**src/rtl/pipe_pkg.sv**
```systemverilog
// Shared definitions for the two-entry pipeline stage register:
// state encoding, default widths and the state-to-occupancy mapping.
package pipe_pkg;

    typedef enum logic [1:0] {
        ST_EMPTY = 2'd0,
        ST_ONE   = 2'd1,
        ST_FULL  = 2'd2
    } pipe_state_e;

    localparam int DATA_W_DEF = 32;
    localparam int CTRL_W_DEF = 9;
    localparam int CNT_W_DEF  = 16;

    function automatic logic [1:0] occupancy_of(input pipe_state_e st);
        logic [1:0] occ;
        case (st)
            ST_EMPTY: occ = 2'd0;
            ST_ONE:   occ = 2'd1;
            ST_FULL:  occ = 2'd2;
            default:  occ = 2'd0;
        endcase
        return occ;
    endfunction

endpackage

```
**src/rtl/pipe_slot.sv**
```systemverilog
// One held entry of the stage: control plus data register with load enable.
// Clear zeroes only the control field so a squashed slot reads as a bubble.
module pipe_slot #(
    parameter int CTRL_W = 9,
    parameter int DATA_W = 32
) (
    input  logic              clk,
    input  logic              rst,
    input  logic              ld,
    input  logic              clr,
    input  logic [CTRL_W-1:0] d_ctrl,
    input  logic [DATA_W-1:0] d_data,
    output logic [CTRL_W-1:0] q_ctrl,
    output logic [DATA_W-1:0] q_data
);

    logic [CTRL_W-1:0] ctrl_r;
    logic [DATA_W-1:0] data_r;

    // slot storage: reset clears all, clear wins over load and spares data
    always_ff @(posedge clk) begin
        if (rst) begin
            ctrl_r <= {CTRL_W{1'b0}};
            data_r <= {DATA_W{1'b0}};
        end else if (clr) begin
            ctrl_r <= {CTRL_W{1'b0}};
        end else if (ld) begin
            ctrl_r <= d_ctrl;
            data_r <= d_data;
        end else begin
            ctrl_r <= ctrl_r;
            data_r <= data_r;
        end
    end

    assign q_ctrl = ctrl_r;
    assign q_data = data_r;

endmodule

```
**src/rtl/pipe_stage_reg.sv**
```systemverilog
// Two-entry (main + skid) pipeline stage register with registered in_ready,
// flush squash, bubble-zeroed control output and a saturating stall counter.
module pipe_stage_reg #(
    parameter int DATA_W = pipe_pkg::DATA_W_DEF,
    parameter int CTRL_W = pipe_pkg::CTRL_W_DEF,
    parameter int CNT_W  = pipe_pkg::CNT_W_DEF
) (
    input  logic              clk,
    input  logic              rst,
    input  logic              flush,
    input  logic              in_valid,
    output logic              in_ready,
    input  logic [CTRL_W-1:0] in_ctrl,
    input  logic [DATA_W-1:0] in_data,
    output logic              out_valid,
    input  logic              out_ready,
    output logic [CTRL_W-1:0] out_ctrl,
    output logic [DATA_W-1:0] out_data,
    output logic [1:0]        occupancy,
    output logic [CNT_W-1:0]  stall_cnt
);
    import pipe_pkg::*;

    pipe_state_e       state_r, state_s;
    logic              in_ready_r, out_valid_r;
    logic [1:0]        occupancy_r;
    logic [CNT_W-1:0]  stall_cnt_r;
    logic              accept_s, take_s;
    logic              main_ld_s, main_clr_s, skid_ld_s, skid_clr_s, main_sel_skid_s;
    logic [CTRL_W-1:0] main_ctrl_s, skid_ctrl_s, main_d_ctrl_s;
    logic [DATA_W-1:0] main_data_s, skid_data_s, main_d_data_s;

    assign accept_s = in_valid & in_ready_r;
    assign take_s   = out_valid_r & out_ready;

    // next-state and slot control; flush overrides every handshake event
    always_comb begin
        state_s         = state_r;
        main_ld_s       = 1'b0;
        main_clr_s      = 1'b0;
        skid_ld_s       = 1'b0;
        skid_clr_s      = 1'b0;
        main_sel_skid_s = 1'b0;
        if (flush) begin
            state_s    = ST_EMPTY;
            main_clr_s = 1'b1;
            skid_clr_s = 1'b1;
        end else begin
            case (state_r)
                ST_EMPTY: begin
                    if (accept_s) begin
                        state_s   = ST_ONE;
                        main_ld_s = 1'b1;
                    end else begin
                        state_s = ST_EMPTY;
                    end
                end
                ST_ONE: begin
                    if (accept_s && take_s) begin
                        main_ld_s = 1'b1;
                    end else if (accept_s) begin
                        state_s   = ST_FULL;
                        skid_ld_s = 1'b1;
                    end else if (take_s) begin
                        // zero ctrl so the empty stage presents a clean bubble
                        state_s    = ST_EMPTY;
                        main_clr_s = 1'b1;
                    end else begin
                        state_s = ST_ONE;
                    end
                end
                ST_FULL: begin
                    if (take_s) begin
                        state_s         = ST_ONE;
                        main_ld_s       = 1'b1;
                        main_sel_skid_s = 1'b1;
                        skid_clr_s      = 1'b1;
                    end else begin
                        state_s = ST_FULL;
                    end
                end
                default: begin
                    state_s    = ST_EMPTY;
                    main_clr_s = 1'b1;
                    skid_clr_s = 1'b1;
                end
            endcase
        end
    end

    // main slot refills from skid when draining FULL, otherwise from upstream
    always_comb begin
        main_d_ctrl_s = in_ctrl;
        main_d_data_s = in_data;
        if (main_sel_skid_s) begin
            main_d_ctrl_s = skid_ctrl_s;
            main_d_data_s = skid_data_s;
        end else begin
            main_d_ctrl_s = in_ctrl;
            main_d_data_s = in_data;
        end
    end

    // state plus status outputs registered together from the next state
    always_ff @(posedge clk) begin
        if (rst) begin
            state_r     <= ST_EMPTY;
            in_ready_r  <= 1'b1;
            out_valid_r <= 1'b0;
            occupancy_r <= 2'd0;
        end else begin
            state_r     <= state_s;
            in_ready_r  <= (state_s != ST_FULL);
            out_valid_r <= (state_s != ST_EMPTY);
            occupancy_r <= occupancy_of(state_s);
        end
    end

    // saturating count of stalled cycles; flush deliberately leaves it alone
    always_ff @(posedge clk) begin
        if (rst) begin
            stall_cnt_r <= {CNT_W{1'b0}};
        end else if (out_valid_r && !out_ready && (stall_cnt_r != {CNT_W{1'b1}})) begin
            stall_cnt_r <= stall_cnt_r + {{(CNT_W-1){1'b0}}, 1'b1};
        end else begin
            stall_cnt_r <= stall_cnt_r;
        end
    end

    pipe_slot #(.CTRL_W(CTRL_W), .DATA_W(DATA_W)) u_main (
        .clk    (clk),
        .rst    (rst),
        .ld     (main_ld_s),
        .clr    (main_clr_s),
        .d_ctrl (main_d_ctrl_s),
        .d_data (main_d_data_s),
        .q_ctrl (main_ctrl_s),
        .q_data (main_data_s)
    );

    pipe_slot #(.CTRL_W(CTRL_W), .DATA_W(DATA_W)) u_skid (
        .clk    (clk),
        .rst    (rst),
        .ld     (skid_ld_s),
        .clr    (skid_clr_s),
        .d_ctrl (in_ctrl),
        .d_data (in_data),
        .q_ctrl (skid_ctrl_s),
        .q_data (skid_data_s)
    );

    assign in_ready  = in_ready_r;
    assign out_valid = out_valid_r;
    assign out_ctrl  = main_ctrl_s;
    assign out_data  = main_data_s;
    assign occupancy = occupancy_r;
    assign stall_cnt = stall_cnt_r;

endmodule

```
**config.mk**
```make
export PLATFORM = sky130hd
export DESIGN_NAME = pipe_stage_reg
export DESIGN_NICKNAME = d
export VERILOG_FILES = /design/src/rtl/pipe_pkg.sv /design/src/rtl/pipe_slot.sv /design/src/rtl/pipe_stage_reg.sv
export SDC_FILE = /design/constraint.sdc
export NUM_CORES = 1
export LEC_CHECK = 0
export CAP_MARGIN = 20
export CELL_PAD_IN_SITES_DETAIL_PLACEMENT = 1
export CELL_PAD_IN_SITES_GLOBAL_PLACEMENT = 2
export CORE_MARGIN = 2
export CORE_UTILIZATION = 31
export CTS_BUF_LIST = sky130_fd_sc_hd__clkbuf_16
export DETAILED_ROUTE_END_ITERATION = 10
export GPL_ROUTABILITY_DRIVEN = 0
export PLACE_DENSITY_LB_ADDON = 0.2
export RECOVER_POWER = 25
export SLEW_MARGIN = 20
export SYNTH_ARGS = -nofsm -noshare
export SYNTH_HDL_FRONTEND = slang
export SYNTH_SLANG_ARGS = --single-unit
```
**constraint.sdc**
```tcl
create_clock -name clk -period 3.5 [get_ports clk]
set_input_delay 0.7 -clock clk [delete_from_list [all_inputs] [get_ports clk]]
set_output_delay 0.7 -clock clk [all_outputs]
set_load 0.01 [all_outputs]
```
## After elaboration in Yosys (flattened, before gate mapping)

Cells that the tools add are included.

- Add/sub/neg operators: 1
- Equal/unequal tests: 6
- Mux-type cells: 26
- Bitwise gates (word level): 4
- Reductions and logical operators: 12

Operator list:

| operator | count |
|---|---|
| $mux 32 | 1 |
| $add 16x1->16 const B | 1 |
| $ne 16x16->1 const B | 1 |
| $mux 1 | 15 |
| $mux 9 | 1 |
| $mux 2 | 4 |
| $reduce_or 2->1 | 4 |
| $pmux 2 s3 | 1 |
| $eq 2x1->1 const B | 2 |
| $eq 2x2->1 const B | 2 |
| $pmux 1 s2 | 2 |
| $pmux 2 s2 | 1 |
| $reduce_and 2->1 | 2 |
| $logic_and 1x1->1 | 3 |
| $pmux 1 s3 | 1 |
| $and 1x1->1 | 2 |
| $logic_not 2->1 | 1 |
| $ne 2x2->1 const B | 1 |
| $not 1->1 | 2 |
| $reduce_bool 2->1 | 1 |
| $logic_not 1->1 | 1 |

- Flip-flop bits (word level): 104
- Bits of input ports: 46
- Output and inout port bits: 61

## Depth between registers and ports, before layout

- Depth after elaboration: 8
- Gate-level depth with buffers: 7
- Depth with buffers taken out: 5

## Cells and area by module

A second synthesis with hierarchy kept.

- Cells, all modules: 531
- Area total of the unflattened synthesis: 5,393.9 um^2

By module, submodules not included:

| module | instances | cells an instance | area an instance (um^2) | sequential area each (um^2) |
|---|---|---|---|---|
| pipe_slot | 2 | 175 | 1,860.5 | 820.8 |
| pipe_stage_reg | 1 | 181 | 1,672.9 | 440.4 |

## Least setup slack after synthesis

Ideal clock, no wire load.

- Path kind: input port to flip-flop
- Start: in in_valid
- End: reg u_main.ctrl_r[0] (netlist: u_main.q_ctrl[0])
- Setup time: 143 ps
- Arrival: 1,672 ps
- Required time: 3,357 ps
- Setup slack: 1,684 ps
- Stages on the path: 6
- Cell sequence: nand3b_1 -> o21ai_1 -> and2_1 -> clkbuf_1 -> buf_2 -> a211oi_1

- Word-level cells in the longest chain between the ends: 6
- Elaborated cells between the ends (all ways): 11

RTL lines:

| element | RTL line | source |
|---|---|---|
| start: declaration | pipe_stage_reg.sv:11 | `input logic in_valid,` |
| $and 1x1->1 * | pipe_stage_reg.sv:33 | `assign accept_s = in_valid & in_ready_r;` |
| $mux 1 / $logic_and 1x1->1 (equally long branches) | pipe_stage_reg.sv:61, pipe_stage_reg.sv:59 |  |
| $mux 1 | pipe_stage_reg.sv:59 | `if (accept_s && take_s) begin` |
| $pmux 1 s2 | pipe_stage_reg.sv:49 | `case (state_r)` |
| $mux 1 | pipe_stage_reg.sv:44 | `if (flush) begin` |
| $reduce_or 2->1 (no source line) | - |  |
| end signal: assignment | pipe_slot.sv:26 | `ctrl_r <= {CTRL_W{1'b0}};` |
| end signal: assignment | pipe_slot.sv:28 | `ctrl_r <= d_ctrl;` |
| end signal: assignment | pipe_slot.sv:31 | `ctrl_r <= ctrl_r;` |
| end: declaration | pipe_slot.sv:17 | `logic [CTRL_W-1:0] ctrl_r;` |

Mark *: on every way between the ends. The rest lies on a longest branch, timed or not.
A chain may end at the register's enable or synchronous reset.

## Final worst setup path

- Start: in out_ready
- End: reg u_skid.data_r[13] (netlist: u_skid.q_data[13])

- Word-level cells in the longest chain between the ends: 6
- Elaborated cells between the ends (all ways): 10

RTL lines:

| element | RTL line | source |
|---|---|---|
| start: declaration | pipe_stage_reg.sv:16 | `input logic out_ready,` |
| $and 1x1->1 * | pipe_stage_reg.sv:34 | `assign take_s = out_valid_r & out_ready;` |
| $mux 1 / $logic_and 1x1->1 (equally long branches) | pipe_stage_reg.sv:73, pipe_stage_reg.sv:59 |  |
| $pmux 1 s2 / $mux 1 (equally long branches) | pipe_stage_reg.sv:49, pipe_stage_reg.sv:59 |  |
| $mux 1 (on tied branches) | pipe_stage_reg.sv:44, pipe_stage_reg.sv:49 |  |
| $not 1->1 (no source line) / $mux 1 (equally long branches) | - |  |
| $reduce_and 2->1 (no source line) * | - |  |
| end signal: assignment | pipe_slot.sv:24 | `data_r <= {DATA_W{1'b0}};` |
| end signal: assignment | pipe_slot.sv:29 | `data_r <= d_data;` |
| end signal: assignment | pipe_slot.sv:32 | `data_r <= data_r;` |
| end: declaration | pipe_slot.sv:18 | `logic [DATA_W-1:0] data_r;` |

Marks and branches as above.

==> results by group <==
Run status
  • Outcome: complete, no violations

Critical path
  • Reg2reg start: stall_cnt[0]$_SDFFE_PP0P_
  • CP max-delay cell: or3_2
  • Delay-heaviest family, CP: simple AND/OR/NAND/NOR gates
  • Critical path buffers and inverters: 1
  • CP max FO: approximately 40
  • Crit-path max cell delay: approximately 800 ps
  • Worst EP required: about 3700 ps
  • Critical Path AT: around 2700 ps
  • CP Cell Sequence: dlygate4sd3_1, a21bo_2, or3_2, nand2_1, a21oi_1
  • Startpoint class of the critical path: input pin
  • Critical path class: in -> reg
  • Origin of the worst setup path: out_ready
  • Crit end category: flop

STA
  • Slew Limit Fails: 0
  • Final hold vios: 0
  • Setup violators final: 0
  • Part of the cycle the worst path needs: 70.0%
  • Min cycle time layout: 2450 ps
  • Worst slew margin: a little over two fifths
  • RSZ-0062 raised after global routing: no
  • Worst-Margin Slew: 870 ps
  • Setup Skew: 6.56 ps
  • Setup TNS: 0 ps
  • Fin worst setup slack: around 1100 ps
  • Maximum operating frequency: roughly 400 MHz

Die
  • Die Width: around 120 um
  • Die area: 14800 um^2
  • Die span in y: ~120 um
  • I/O pins: 107
  • Core area: between 10000 and 15000 um^2
  • Row count: 43
  • Initial Util: approximately a third

Placed design
  • Post-Place Worst Slack: about 690 ps
  • Detailed Place HPWL: between 8 and 9 mm
  • Port buffer count: around 110

Power
  • Power Density: ~440 nW/um^2
  • Clock power share: ~41%
  • Reg power frac: 48.3%
  • Gate power share: between 10% and 20%
  • Pleak: roughly 2.0 nW
  • Max VDD drop: approximately 0.19 mV
  • Cell-internal power: 1.93 mW
  • Pwr Total: ~2.6 mW
  • NetSw: about 650 uW
  • Switching Fraction: about a quarter

Synth
  • Synth Area per Inst: about 9 um^2
  • Adder-Cell Fraction of Synth Area: 0.291%
  • Largest family of logic cells by synthesized area: compound AO/OA/AOI/OAI gates
  • Compound-gate portion of the synthesized area: between 20% and 30%
  • Main synth FF type: dfxtp_1
  • Multiplexer area fraction after synthesis: 10.0%
  • Asr flop ratio synth: 0%
  • XOR/XNOR share of the synthesized area: less than 1%
  • Post-synth EDFFs: 0
  • Synth Net Count: about 530
  • Mapped cell area: ~4300 um^2
  • Cell variety after synth: 41
  • Post-Synth Simple-Gate Area: approximately 14%
  • Flops & latches, synth: approximately 100
  • Yosys warning count: 0
  • Sequential share of the synthesized area: around half
  • Synth Instances: 485

Detailed routing
  • Detail-routed via count per cell: 5.06
  • Starting DRC count in detailed routing: 162
  • First-pass DRT Iterations: 4
  • WL/cell: around 16 um
  • Wirelength, routed: 12.5 mm
  • Residual DRC: 0
  • Routed vias: 3840
  • Routed Antenna Nets: 0

Global routing
  • GRT Total Usage: about 18%
  • Vias in the first global route: between 4000 and 5000
  • Initial antenna violation count: 0
  • First-pass GRT wire length: 20.6 mm
  • Largest net degree at the start of global routing: 81
  • Remaining Overflow, GRT: 0

Flow run
  • Max Cap Viol: 0

Clocking
  • Post-CTS Setup Bufs: 0
  • Clock transition at path regs: 70 ps
  • Clock buffer depth: 2
  • Root Buffer: clkbuf_16
  • PostCTS Resize Cnt: 0
  • CTS buffer count: 9
  • Worst-Skew Late Latency: between 300 and 400 ps
  • CTS Sinks: about 100
  • Hold bufs inserted after CTS: 0
  • CTS tree: done
  • H-tree Lvls: 3

Hold path
  • Hold_sp: u_skid.q_ctrl[5]$_SDFFE_PP0P_
  • Hold WC Path Type: reg -> reg

Cells and area
  • Layout cells sized above 1: under 10%
  • Synthesis-to-layout area growth: 35.4%
  • Fill cells: roughly 1600
  • Final net count: roughly 620
  • Fin util: 42.4%
  • Antenna Cells: 0
## tightest hold or removal path, stage by stage, from the launching register on
cell	delay [ps]
dfxtp_1	310
nand2_1	50
a21oi_1	50
## metrics by stage
stage / std cells / hold WS [ps] / area [um^2]
after floorplan: 485 / 436 / 4300
after global placement: 743 / 441 / 5520
after detailed placement: 743 / 449 / 5520
after CTS: 759 / 459 / 5820
after global routing: 759 / 486 / 5820
final: 759 / 457 / 5820
## layout make-up
class	instances	area, um^2	area share (%)
clock buffers	9	225	3.87
clock inverters	7	80.1	1.38
inverters	5	18.8	0.322
multi-input cells	339	2050	35.3
flip-flops and latches	104	2080	35.8
well taps	180	225	3.87
repair buffers	115	1140	19.5
## sequential cells by signal (all words and copies together) (netlist names)
name and flops:
u_main.q_data 32, u_skid.q_data 32, stall_cnt 16, u_main.q_ctrl 9
u_skid.q_ctrl 9, occupancy 2, state_r 2, in_ready 1
out_valid 1
## kinds of logic (layout without fill, tap and decap cells)
| logic type | Yosys count | count (layout) |
|---|---|---|
| AOI/OAI and AO/OA | 160 | 160 |
| and+or+nand+nor | 133 | 133 |
| DFF | 104 | 104 |
| muxes | 43 | 43 |
| buffers and inverters | 42 | 136 |
| xor gates and xnor gates | 2 | 2 |
| adders and majority gates | 1 | 1 |
## routing by layer
layer,track usage (%),part of all wire [%],up-vias
met5,0,0,-
met4,7.11,1.8,0
met3,3.51,3.9,13
met2,28.7,47,72
met1,23.4,47,1843
li1,-,-,1912
## cells in the mapped netlist (2+ instances only)
| master | count | share of area [%] |
|---|---|---|
| a211oi_1 | 41 | 7.2 |
| a21oi_1 | 96 | 11 |
| and2_1 | 4 | 0.58 |
| buf_2 | 8 | 0.93 |
| buf_4 | 2 | 0.35 |
| clkbuf_1 | 25 | 2.2 |
| dfxtp_1 | 104 | 48 |
| inv_1 | 5 | 0.44 |
| mux2i_1 | 43 | 10 |
| nand2_1 | 91 | 7.9 |
| nand3_1 | 3 | 0.35 |
| nand4_1 | 4 | 0.58 |
| nor2_1 | 5 | 0.44 |
| o21ai_0 | 9 | 1.0 |
| o21ai_1 | 2 | 0.23 |
| o31ai_1 | 5 | 0.87 |
| or3_1 | 7 | 1.0 |
| or3_2 | 2 | 0.35 |
| or4_1 | 6 | 1.0 |
| xor2_1 | 2 | 0.41 |
## power groups by stage
stage	clock, mW	sequential [mW]	combinational [mW]
2_1_floorplan	0	1.28	0.119
3_3_place_gp	0	1.27	0.294
3_5_place_dp	0	1.27	0.300
4_1_cts	1.08	1.25	0.301
5_1_grt	1.13	1.25	0.314
6_report	1.05	1.25	0.284
## path summary, 6_finish.rpt
path                                    endpoint  slack (ps)  cells after the start
setup / recovery  u_skid.q_data[13]$_SDFFE_PP0P_        1050                      5
setup reg to reg       stall_cnt[1]$_SDFFE_PP0P_        1290                      6
hold / removal     u_skid.q_ctrl[5]$_SDFFE_PP0P_         460                      2
hold reg to reg    u_skid.q_ctrl[5]$_SDFFE_PP0P_         460                      2
## cell usage in the layout (no fill, tap or decap), types with 2 or more instances in the layout
master           synthesis  layout
and2_1                   4       3
xor2_1                   2       2
buf_4                    2       8
nand2_1                 91      91
or3_2                    2       3
a211oi_1                41      41
dfxtp_1                104     104
clkinv_4                 0       2
inv_1                    5       5
mux2i_1                 43      43
dlygate4sd3_1            1      40
or4_1                    6       6
a21oi_1                 96      96
nand4_1                  4       4
or3_1                    7       6
nor2_1                   5       4
clkbuf_16                0       9
o21ai_0                  9       9
clkdlybuf4s50_1          0      65
o31ai_1                  5       5
nand3_1                  3       3
No activity file was read; power rests on OpenSTA's default activity.
